File: config.mk
export PLATFORM = sky130hd
export DESIGN_NAME = multi_light_controller
export DESIGN_NICKNAME = d
export VERILOG_FILES = /design/src/rtl/multi_light_controller.sv
export SDC_FILE = /design/constraint.sdc
export NUM_CORES = 1
export LEC_CHECK = 0
export CAP_MARGIN = 10
export CORE_UTILIZATION = 25
export DETAILED_ROUTE_END_ITERATION = 16
export SYNTH_ARGS = -nofsm -noshare
export SYNTH_HDL_FRONTEND = slang
export SYNTH_SLANG_ARGS = --single-unit
File: constraint.sdc
create_clock -name clk -period 3.45 [get_ports clk]
set_input_delay 0.69 -clock clk [delete_from_list [all_inputs] [get_ports clk]]
set_output_delay 0.69 -clock clk [all_outputs]
set_load 0.03 [all_outputs]
File: src/rtl/multi_light_controller.sv
// multi_light_controller
//
// N-channel push-button light controller. Each raw button is passed through
// a 2-flop synchroniser and a debouncer. A rising debounced level is a
// "press" that toggles the channel's light. A lit channel switches itself off
// after TIMEOUT cycles with no activity. A global all_off forces every
// channel off.
//
// Optional build macro: LIGHT_PWM_EN
//   defined   : a free-running PWM_W-bit counter dims every lit channel to
//               the global brightness duty. light is registered one cycle
//               behind on_state.
//   undefined : light = on_state, and brightness is ignored.
//
// Parameters
//   N_CH            number of independent channels (>=1)
//   DEBOUNCE_CYCLES consecutive differing samples needed to accept a level
//   TIMEOUT         idle cycles before auto-off; 0 removes the timer
//   PWM_W           brightness / PWM counter width
//
// Ports
//   clk        clock, rising edge
//   rst        asynchronous active-high reset
//   btn        raw buttons, asynchronous, 1 = pressed
//   activity   synchronous keep-alive per channel, reloads the timer
//   all_off    synchronous, forces all channels off on the next edge
//   brightness global PWM duty (used with LIGHT_PWM_EN only)
//   light      light drive
//   on_state   registered on/off state per channel
//   expired    one-cycle pulse when a channel times out
module multi_light_controller #(
  parameter int N_CH            = 4,
  parameter int DEBOUNCE_CYCLES = 4,
  parameter int TIMEOUT         = 1000,
  parameter int PWM_W           = 4
) (
  input  logic              clk,
  input  logic              rst,
  input  logic [N_CH-1:0]   btn,
  input  logic [N_CH-1:0]   activity,
  input  logic              all_off,
  input  logic [PWM_W-1:0]  brightness,
  output logic [N_CH-1:0]   light,
  output logic [N_CH-1:0]   on_state,
  output logic [N_CH-1:0]   expired
);

  localparam int DB_W = $clog2(DEBOUNCE_CYCLES + 1);
  localparam int TM_W = (TIMEOUT > 0) ? $clog2(TIMEOUT + 1) : 1;

  typedef enum logic {ST_OFF, ST_ON} state_t;

  // Two-flop synchroniser for all channels at once.
  logic [N_CH-1:0] sync1_reg;
  logic [N_CH-1:0] sync2_reg;

  always_ff @(posedge clk or posedge rst) begin
    if (rst) begin
      sync1_reg <= '0;
      sync2_reg <= '0;
    end else begin
      sync1_reg <= btn;
      sync2_reg <= sync1_reg;
    end
  end

  for (genvar gi = 0; gi < N_CH; gi++) begin : g_ch
    logic [DB_W-1:0] cnt_reg;
    logic [DB_W-1:0] cnt_next;
    logic            db_reg;
    logic            db_next;
    logic            db_d_reg;
    logic            press;
    logic            expire_hit;
    state_t          state_reg;
    state_t          state_next;
    logic            exp_reg;
    logic            exp_next;

    // Debounce: count consecutive samples that disagree with the accepted
    // level. Any agreeing sample restarts the count, so short glitches are
    // discarded.
    always_comb begin
      cnt_next = cnt_reg;
      db_next  = db_reg;
      if (sync2_reg[gi] == db_reg) begin
        cnt_next = '0;
      end else if (cnt_reg == DB_W'(DEBOUNCE_CYCLES - 1)) begin
        db_next  = sync2_reg[gi];
        cnt_next = '0;
      end else begin
        cnt_next = cnt_reg + DB_W'(1);
      end
    end

    assign press = db_reg & ~db_d_reg;

    // Channel FSM. all_off beats press, and press beats timeout. expired only
    // pulses when the timeout alone caused the switch-off.
    always_comb begin
      state_next = state_reg;
      exp_next   = 1'b0;
      case (state_reg)
        ST_OFF: begin
          if (!all_off && press) begin
            state_next = ST_ON;
          end
        end
        ST_ON: begin
          if (all_off || press) begin
            state_next = ST_OFF;
          end else if (expire_hit) begin
            state_next = ST_OFF;
            exp_next   = 1'b1;
          end
        end
        default: state_next = ST_OFF;
      endcase
    end

    always_ff @(posedge clk or posedge rst) begin
      if (rst) begin
        cnt_reg   <= '0;
        db_reg    <= 1'b0;
        db_d_reg  <= 1'b0;
        state_reg <= ST_OFF;
        exp_reg   <= 1'b0;
      end else begin
        cnt_reg   <= cnt_next;
        db_reg    <= db_next;
        db_d_reg  <= db_reg;
        state_reg <= state_next;
        exp_reg   <= exp_next;
      end
    end

    if (TIMEOUT > 0) begin : g_timer
      logic [TM_W-1:0] timer_reg;
      logic [TM_W-1:0] timer_next;

      // Activity on the last cycle reloads the timer, so the channel stays on.
      assign expire_hit = (timer_reg == TM_W'(1)) && !activity[gi];

      // Load on entry to ON or on activity. Count down while ON. Park at 0
      // while OFF.
      always_comb begin
        timer_next = '0;
        if (state_next == ST_ON) begin
          if (state_reg == ST_OFF || activity[gi]) begin
            timer_next = TM_W'(TIMEOUT);
          end else begin
            timer_next = timer_reg - TM_W'(1);
          end
        end
      end

      always_ff @(posedge clk or posedge rst) begin
        if (rst) begin
          timer_reg <= '0;
        end else begin
          timer_reg <= timer_next;
        end
      end
    end else begin : g_no_timer
      logic unused_activity;
      assign unused_activity = activity[gi];
      assign expire_hit      = 1'b0;
    end

    assign on_state[gi] = (state_reg == ST_ON);
    assign expired[gi]  = exp_reg;
  end

`ifdef LIGHT_PWM_EN
  logic [PWM_W-1:0] pc_reg;
  logic [N_CH-1:0]  light_reg;

  // brightness is compared live, so a change applies on the next compare.
  always_ff @(posedge clk or posedge rst) begin
    if (rst) begin
      pc_reg    <= '0;
      light_reg <= '0;
    end else begin
      pc_reg    <= pc_reg + PWM_W'(1);
      light_reg <= on_state & {N_CH{(pc_reg < brightness)}};
    end
  end

  assign light = light_reg;
`else
  logic unused_brightness;
  assign unused_brightness = ^brightness;
  assign light             = on_state;
`endif

endmodule

==> results of run 1 <==
-- layer usage --
metal / global-route usage, % / vias to the layer above / share of wire [%]
li1: - / 1024 / -
met1: 11.5 / 1012 / 49
met2: 13.7 / 29 / 46
met3: 2.86 / 7 / 3.6
met4: 4.09 / 0 / 1.5
met5: 0 / - / 0
-- path summary, 6_finish.rpt --
kind / start / endpoint / slack (ps) / depth (start not counted)
max reg2reg: g_ch[3].g_timer.timer_reg[2]$_DFF_PP0_ / g_ch[3].g_timer.timer_reg[6]$_DFF_PP0_ / 1620 / 4
min reg2reg: sync1_reg[1]$_DFF_PP0_ / sync2_reg[1]$_DFF_PP0_ / 350 / 0
max: g_ch[3].state_reg$_DFF_PP0_ / on_state[3] / 1300 / 1
min in group asynchronous: rst / g_ch[0].g_timer.timer_reg[8]$_DFF_PP0_ / 620 / 2
max in group asynchronous: rst / sync1_reg[3]$_DFF_PP0_ / 2080 / 3
min: sync1_reg[1]$_DFF_PP0_ / sync2_reg[1]$_DFF_PP0_ / 350 / 0
-- cell families after synthesis --
family / synth area share, %
DFF: 56.8
buffers and inverters: 4.48
and+or+nand+nor: 19.1
AOI/OAI and AO/OA: 5.71
adders and majority gates: 4.48
xor gates and xnor gates: 8.10
muxes: 1.34
-- per-stage QoR --
step | utilization (%) | instance area [um2] | setup slack [ps] | power [mW] | hold slack, ps
finish | 31.1 | 3990 | 1300 | 3.61 | 347
global route | 31.1 | 3990 | 1250 | 3.88 | 350
CTS | 31.1 | 3990 | 1290 | 3.65 | 349
detailed placement | 28.9 | 3710 | 1050 | 2.74 | 337
global placement | 28.9 | 3710 | 1090 | 2.70 | 333
floorplan | - | 3350 | 822 | 2.49 | 331
-- power groups by stage --
| stage | Clock, mW | Combinational (mW) | Sequential (mW) |
|---|---|---|---|
| 2_1_floorplan | 0 | 1.15 | 1.34 |
| 3_3_place_gp | 0 | 1.32 | 1.39 |
| 3_5_place_dp | 0 | 1.34 | 1.40 |
| 4_1_cts | 0.910 | 1.35 | 1.39 |
| 5_1_grt | 0.947 | 1.50 | 1.43 |
| 6_report | 0.886 | 1.34 | 1.39 |
-- worst register-to-register path, delay by kind of cell, from the launching register on --
kind               cells  cell delay, ps
DFF                    1             410
AOI/OAI and AO/OA      2             360
and+or+nand+nor        2             920
-- cell usage after synthesis (7+ instances only) --
library cell   n  area (um2)
a21oi_1       21         105
nor2b_1       13        81.3
buf_4         12        90.1
xnor2_1       22         193
nor2_1        29         109
xor2_1         9        78.8
inv_1         16        60.1
nor3_1        11        55.1
or3_1          7        43.8
ha_1          12         150
dfrtp_1       76        1900
-- layout by cell type, fill, tap and decap left out, types with 2 or more instances in the layout --
master            n
nand2_1           5
nor4_2            3
or3b_2            2
xnor2_1          22
nor2b_1          13
mux2_2            4
clkbuf_1          3
a21oi_1          21
nor2_1           29
nor3_1           11
xor2_1            9
buf_4             2
nor3b_1           5
o31ai_1           4
nand3_1           3
clkbuf_8          3
or4_1             2
nand2b_1          4
o21a_1            3
nand3b_1          5
ha_1             12
or3_1             7
inv_1            15
dfrtp_1          76
or4_4             2
a31oi_1           4
clkdlybuf4s50_1  22
clkbuf_16         9
nor4_1            4
-- layout make-up --
cell class              instances  share of cell area, %
flip-flops and latches         76                   47.6
multi-input cells             184                   32.5
clock buffers                  15                   6.95
repair buffers                 24                   5.89
well taps                     172                   5.39
inverters                      16                   1.50
clock inverters                 1                  0.125
==> qor.txt, run 1 <==
Number of flops mapped to enable cells by yosys: 0
Logic pwr share: 37.1%
Syn nets: 315
Syn_area_per_cell: 11.6 um2
Multi-input logic area: 0.00130 mm2
Syn-to-layout area delta: 19.2%
Final Hold Violating Endpoints: 0
Fin crit share: 62.3%
Core region area: 0.0128 mm2
NetSw: 1.25 mW
Inst Count DP: 472
Crit end category: output port
CTS H-tree depth: 3
Die area: 0.0139 mm2
Sw frac: 34.6%
Resize count post-CTS: 0
Int Power: 2.36 mW
WS Path Type: register to output port
Clock sink count: 76
Post-synth top flop: dfrtp_1
Sequential Area: 0.00190 mm2
Worst path required time: 2760 ps
Placer congestion estimate: 0.753
Critical path's slowest cell: clkdlybuf4s50_1
RSZ-0062 raised after global routing: false
Max Freq: 465 MHz
Worst-path fanout max: 5
DR vias/cell: 4.25
Fillers: 1356
Async SR Flop Fraction: 100%
IO Count: 27
Num CTS Buffers: 9
Mapped cell area: 0.00335 mm2
Least-Margin Pin Slew: 681 ps
Port Buffer Count: 22
Clk_skew: 4.51 ps
Row cnt: 41
Cts hold-fix bufs: 0
Max reg flops: 40
Width of the die: 118 um
DRC viols: 0
Layout cell share with drive strength beyond 1: 9.81%
Routed WL: 5660 um
ANT nets after route: 0
Drt first pass iters: 4
Relative slew margins: 54.3%
Post-CTS setup buffers: 0
Hold crit path type: register to register
TritonCTS clock tree: done
Gr ovfl total: 0
Seq cells post-synth: 76
Die height: 118 um
Longest Clk Path Bufs: 2
Finished Layout Cells: 488
Post-synthesis cell type count: 35
Status: complete, no violations
Max Slew Vio Count: 0
Maxcap violations: 0
Post-DP HPWL: 3970 um
Worst Path Buf+Inv: 1
Initial Utilization: 26.1%
Initial DRC Count: 26
Crit path DAT: 1460 ps
CP top delay family: buffers and inverters
Yosys warns: 0
Pwr Density: 905 mW/mm2
DR vias: 2072
WL/cell: 11.6 um
Vias in the first global route: 2102
Reg power frac: 38.4%
# diodes: 0
GRT Resource Usage Total: 8.97%
Worst-Skew Late Latency: 330 ps
Static leakage: 1.84 nW
Largest net degree at the start of global routing: 39
NumNets Final: 338
Total negative slack: 0 ps
Post-Syn Instances: 288
Final Setup Violations: 0
Antenna violations before repair: 0
First-pass GRT wire length: 9930 um
Crit-path cells: clkdlybuf4s50_1
Reg clk slew, reported paths: 60 ps
CP startpoint kind: register
Max incr delay on CP: 700 ps
Sequential-to-total area share from yosys stat: 56.8%
Clock network power share: 24.5%
VDD IR-drop max: 0.327 mV
Min Clock Period, post-route: 2150 ps
Clock Root Buffer: clkbuf_16
Note: power is estimated with default switching activity, not from simulation.
==> run 2: changes to the inputs <==
==> constraint.sdc (replaced) <==
create_clock -name clk -period 1.8 [get_ports clk]
set_input_delay 0.36 -clock clk [delete_from_list [all_inputs] [get_ports clk]]
set_output_delay 0.36 -clock clk [all_outputs]
set_load 0.03 [all_outputs]
==> qor.txt, run 2 (same netlist as run 1, synthesis figures left out) <==
Status: complete, no violations (unchanged)
CP startpoint kind: register (unchanged)
Leading cell type in the layout, fill and taps excluded: dfrtp_1 (unchanged)
Reg power frac: 36.3% (was 38.4%)
Max incr delay on CP: 440 ps (was 700 ps)
TritonCTS clock tree: done (unchanged)
Hold crit path type: register to register (unchanged)
Fillers: 1322 (was 1356)
Die height: 118 um (unchanged)
Max reg flops: 40 (unchanged)
Final Setup Violations: 0 (unchanged)
WL/cell: 12.0 um (was 11.6 um)
DP Area: 0.00382 mm2 (was 0.00371 mm2)
Final Worst Setup Slack: 60.9 ps (was 1300 ps)
Static leakage: 1.99 nW (was 1.84 nW)
Routed WL: 5970 um (was 5660 um)
Worst path required time: 1990 ps (was 2760 ps)
Hold Slack: 348 ps (was 347 ps)
Finished Layout Cells: 497 (was 488)
Core Util, Final: 32.6% (was 31.1%)
# diodes: 0 (unchanged)
Min Clock Period, post-route: 1740 ps
Initial Utilization: 26.1% (unchanged)
Longest Clk Path Bufs: 2 (unchanged)
CTS H-tree depth: 3 (unchanged)
ANT nets after route: 0 (unchanged)
Critical path's slowest cell: or3_1 (was clkdlybuf4s50_1)
Reg clk slew, reported paths: 60 ps (about the same)
Int Power: 4.88 mW (was 2.36 mW)
DRC viols: 0 (unchanged)
DR vias: 2154 (was 2072)
Core region area: 0.0128 mm2 (unchanged)
GRT Resource Usage Total: 9.56% (was 8.97%)
Port Buffer Count: 22 (unchanged)
Vias in the first global route: 2242 (was 2102)
Worst-path fanout max: 7 (was 5)
Least-Margin Pin Slew: 525 ps (was 681 ps)
RSZ-0062 raised after global routing: false (unchanged)
Layout cell share with drive strength beyond 1: 14.8% (was 9.81%)
Worst-Skew Late Latency: 330 ps (about the same)
DR vias/cell: 4.33 (was 4.25)
Placer congestion estimate: 0.818 (was 0.753)
Gr ovfl total: 0 (unchanged)
NetSw: 2.47 mW (was 1.25 mW)
First-pass GRT wire length: 10300 um (was 9930 um)
Sequential Area: 0.00190 mm2 (unchanged)
Syn-to-layout area delta: 24.8% (was 19.2%)
Antenna violations before repair: 0 (unchanged)
Width of the die: 118 um (unchanged)
Clock Root Buffer: clkbuf_16 (unchanged)
Pwr Density: 1760 mW/mm2 (was 905 mW/mm2)
Fin crit share: 96.6%
Crit-path cells: or3_1 > and4bb_2 > o21a_1 > a21oi_1 (was clkdlybuf4s50_1)
Clock sink count: 76 (unchanged)
Leading cell types in the layout, fill and taps excluded: 76 x dfrtp_1, 29 x nor2_1, 22 x xnor2_1 (was 76 x dfrtp_1, 29 x nor2_1, 22 x xnor2_1, 22 x clkdlybuf4s50_1, 21 x a21oi_1)
Die area: 0.0139 mm2 (unchanged)
Crit path DAT: 1930 ps (was 1460 ps)
CP top delay family: simple AND/OR/NAND/NOR gates (was buffers and inverters)
Row cnt: 41 (unchanged)
Post-route cell area: 0.00418 mm2 (was 0.00399 mm2)
Num CTS Buffers: 9 (unchanged)
Clk_skew: 2.86 ps (was 4.51 ps)
Max Slew Vio Count: 0 (unchanged)
Post-DP HPWL: 4210 um (was 3970 um)
Initial DRC Count: 79 (was 26)
WS Path Type: register to register (was register to output port)
Drt first pass iters: 4 (unchanged)
Sw frac: 33.6% (was 34.6%)
VDD IR-drop max: 0.490 mV (was 0.327 mV)
Maxcap violations: 0 (unchanged)
Max Freq: 575 MHz
NumNets Final: 347 (was 338)
Inst Count DP: 481 (was 472)
Relative slew margins: 64.9% (was 54.3%)
Logic pwr share: 36.5% (was 37.1%)
Setup WS pre-CTS: -26.7 ps (was 1050 ps)
Worst Path Buf+Inv: 0 (was 1)
Crit end category: register (was output port)
Multi-input logic area: 0.00133 mm2 (was 0.00130 mm2)
IO Count: 27 (unchanged)
Clock network power share: 27.1% (was 24.5%)
Largest net degree at the start of global routing: 24 (was 39)
Final Hold Violating Endpoints: 0 (unchanged)
## run 2: worst register-to-register path, stage by stage (launching register included)
cell and delay (ps):
dfrtp_1 420, or3_1 440, and4bb_2 370, o21a_1 280, a21oi_1 90
## run 2: layer usage
metal	share of wire [%]	global-route usage (%)	vias up
li1	-	-	1041
met4	2.1	5.05	0
met3	3.5	3.34	12
met5	0	0	-
met2	50	16.0	21
met1	44	10.6	1080
## run 2: final cells by class
cell class / count / area share [%]
Clock inverter: 4 / 1.68
Inverter: 16 / 1.53
Tap cell: 172 / 5.15
Timing Repair Buffer: 33 / 8.08
Multi-Input combinational cell: 184 / 31.7
Clock buffer: 12 / 6.37
Sequential cell: 76 / 45.5
## run 2: final timing paths
path	startpoint	end	slack, ps	cells past startpoint
min in group asynchronous	rst	sync2_reg[3]$_DFF_PP0_	400	2
max	g_ch[1].g_timer.timer_reg[4]$_DFF_PP0_	g_ch[1].g_timer.timer_reg[8]$_DFF_PP0_	60	4
min	sync1_reg[2]$_DFF_PP0_	sync2_reg[2]$_DFF_PP0_	350	0
max reg2reg	g_ch[1].g_timer.timer_reg[4]$_DFF_PP0_	g_ch[1].g_timer.timer_reg[8]$_DFF_PP0_	60	4
min reg2reg	sync1_reg[2]$_DFF_PP0_	sync2_reg[2]$_DFF_PP0_	350	0
max in group asynchronous	rst	g_ch[1].g_timer.timer_reg[7]$_DFF_PP0_	930	3
## run 2: stage by stage
stage	total power [mW]	setup TNS (ps)
6_report	7.35	0
5_1_grt	7.88	0
4_1_cts	7.37	0
3_5_place_dp	5.37	-98.8
3_3_place_gp	5.27	-35.2
2_1_floorplan	4.78	0
## run 2: power groups by stage
stage	registers (mW)	clock network, mW	logic, mW
2_1_floorplan	2.57	0	2.20
3_3_place_gp	2.66	0	2.62
3_5_place_dp	2.68	0	2.68
4_1_cts	2.66	2.05	2.67
5_1_grt	2.75	2.12	3.01
6_report	2.67	2.00	2.68
## run 2: what timing repair did
item	CTS	global route
pin swaps	0	0
buffers inserted	0	0
hold buffers	0	0
endpoints found under the setup margin	7	7
gates resized for setup	6	8
==> run 3: changes to the inputs <==
--- a/config.mk
+++ b/config.mk
@@ -7,6 +7,7 @@
 export LEC_CHECK = 0
 export CAP_MARGIN = 10
 export CORE_UTILIZATION = 25
+export CTS_CLUSTER_DIAMETER = 40
 export DETAILED_ROUTE_END_ITERATION = 16
 export SYNTH_ARGS = -nofsm -noshare
 export SYNTH_HDL_FRONTEND = slang
==> results of run 3 <==
Final layout, timing and power as in run 2 (identical DEF).
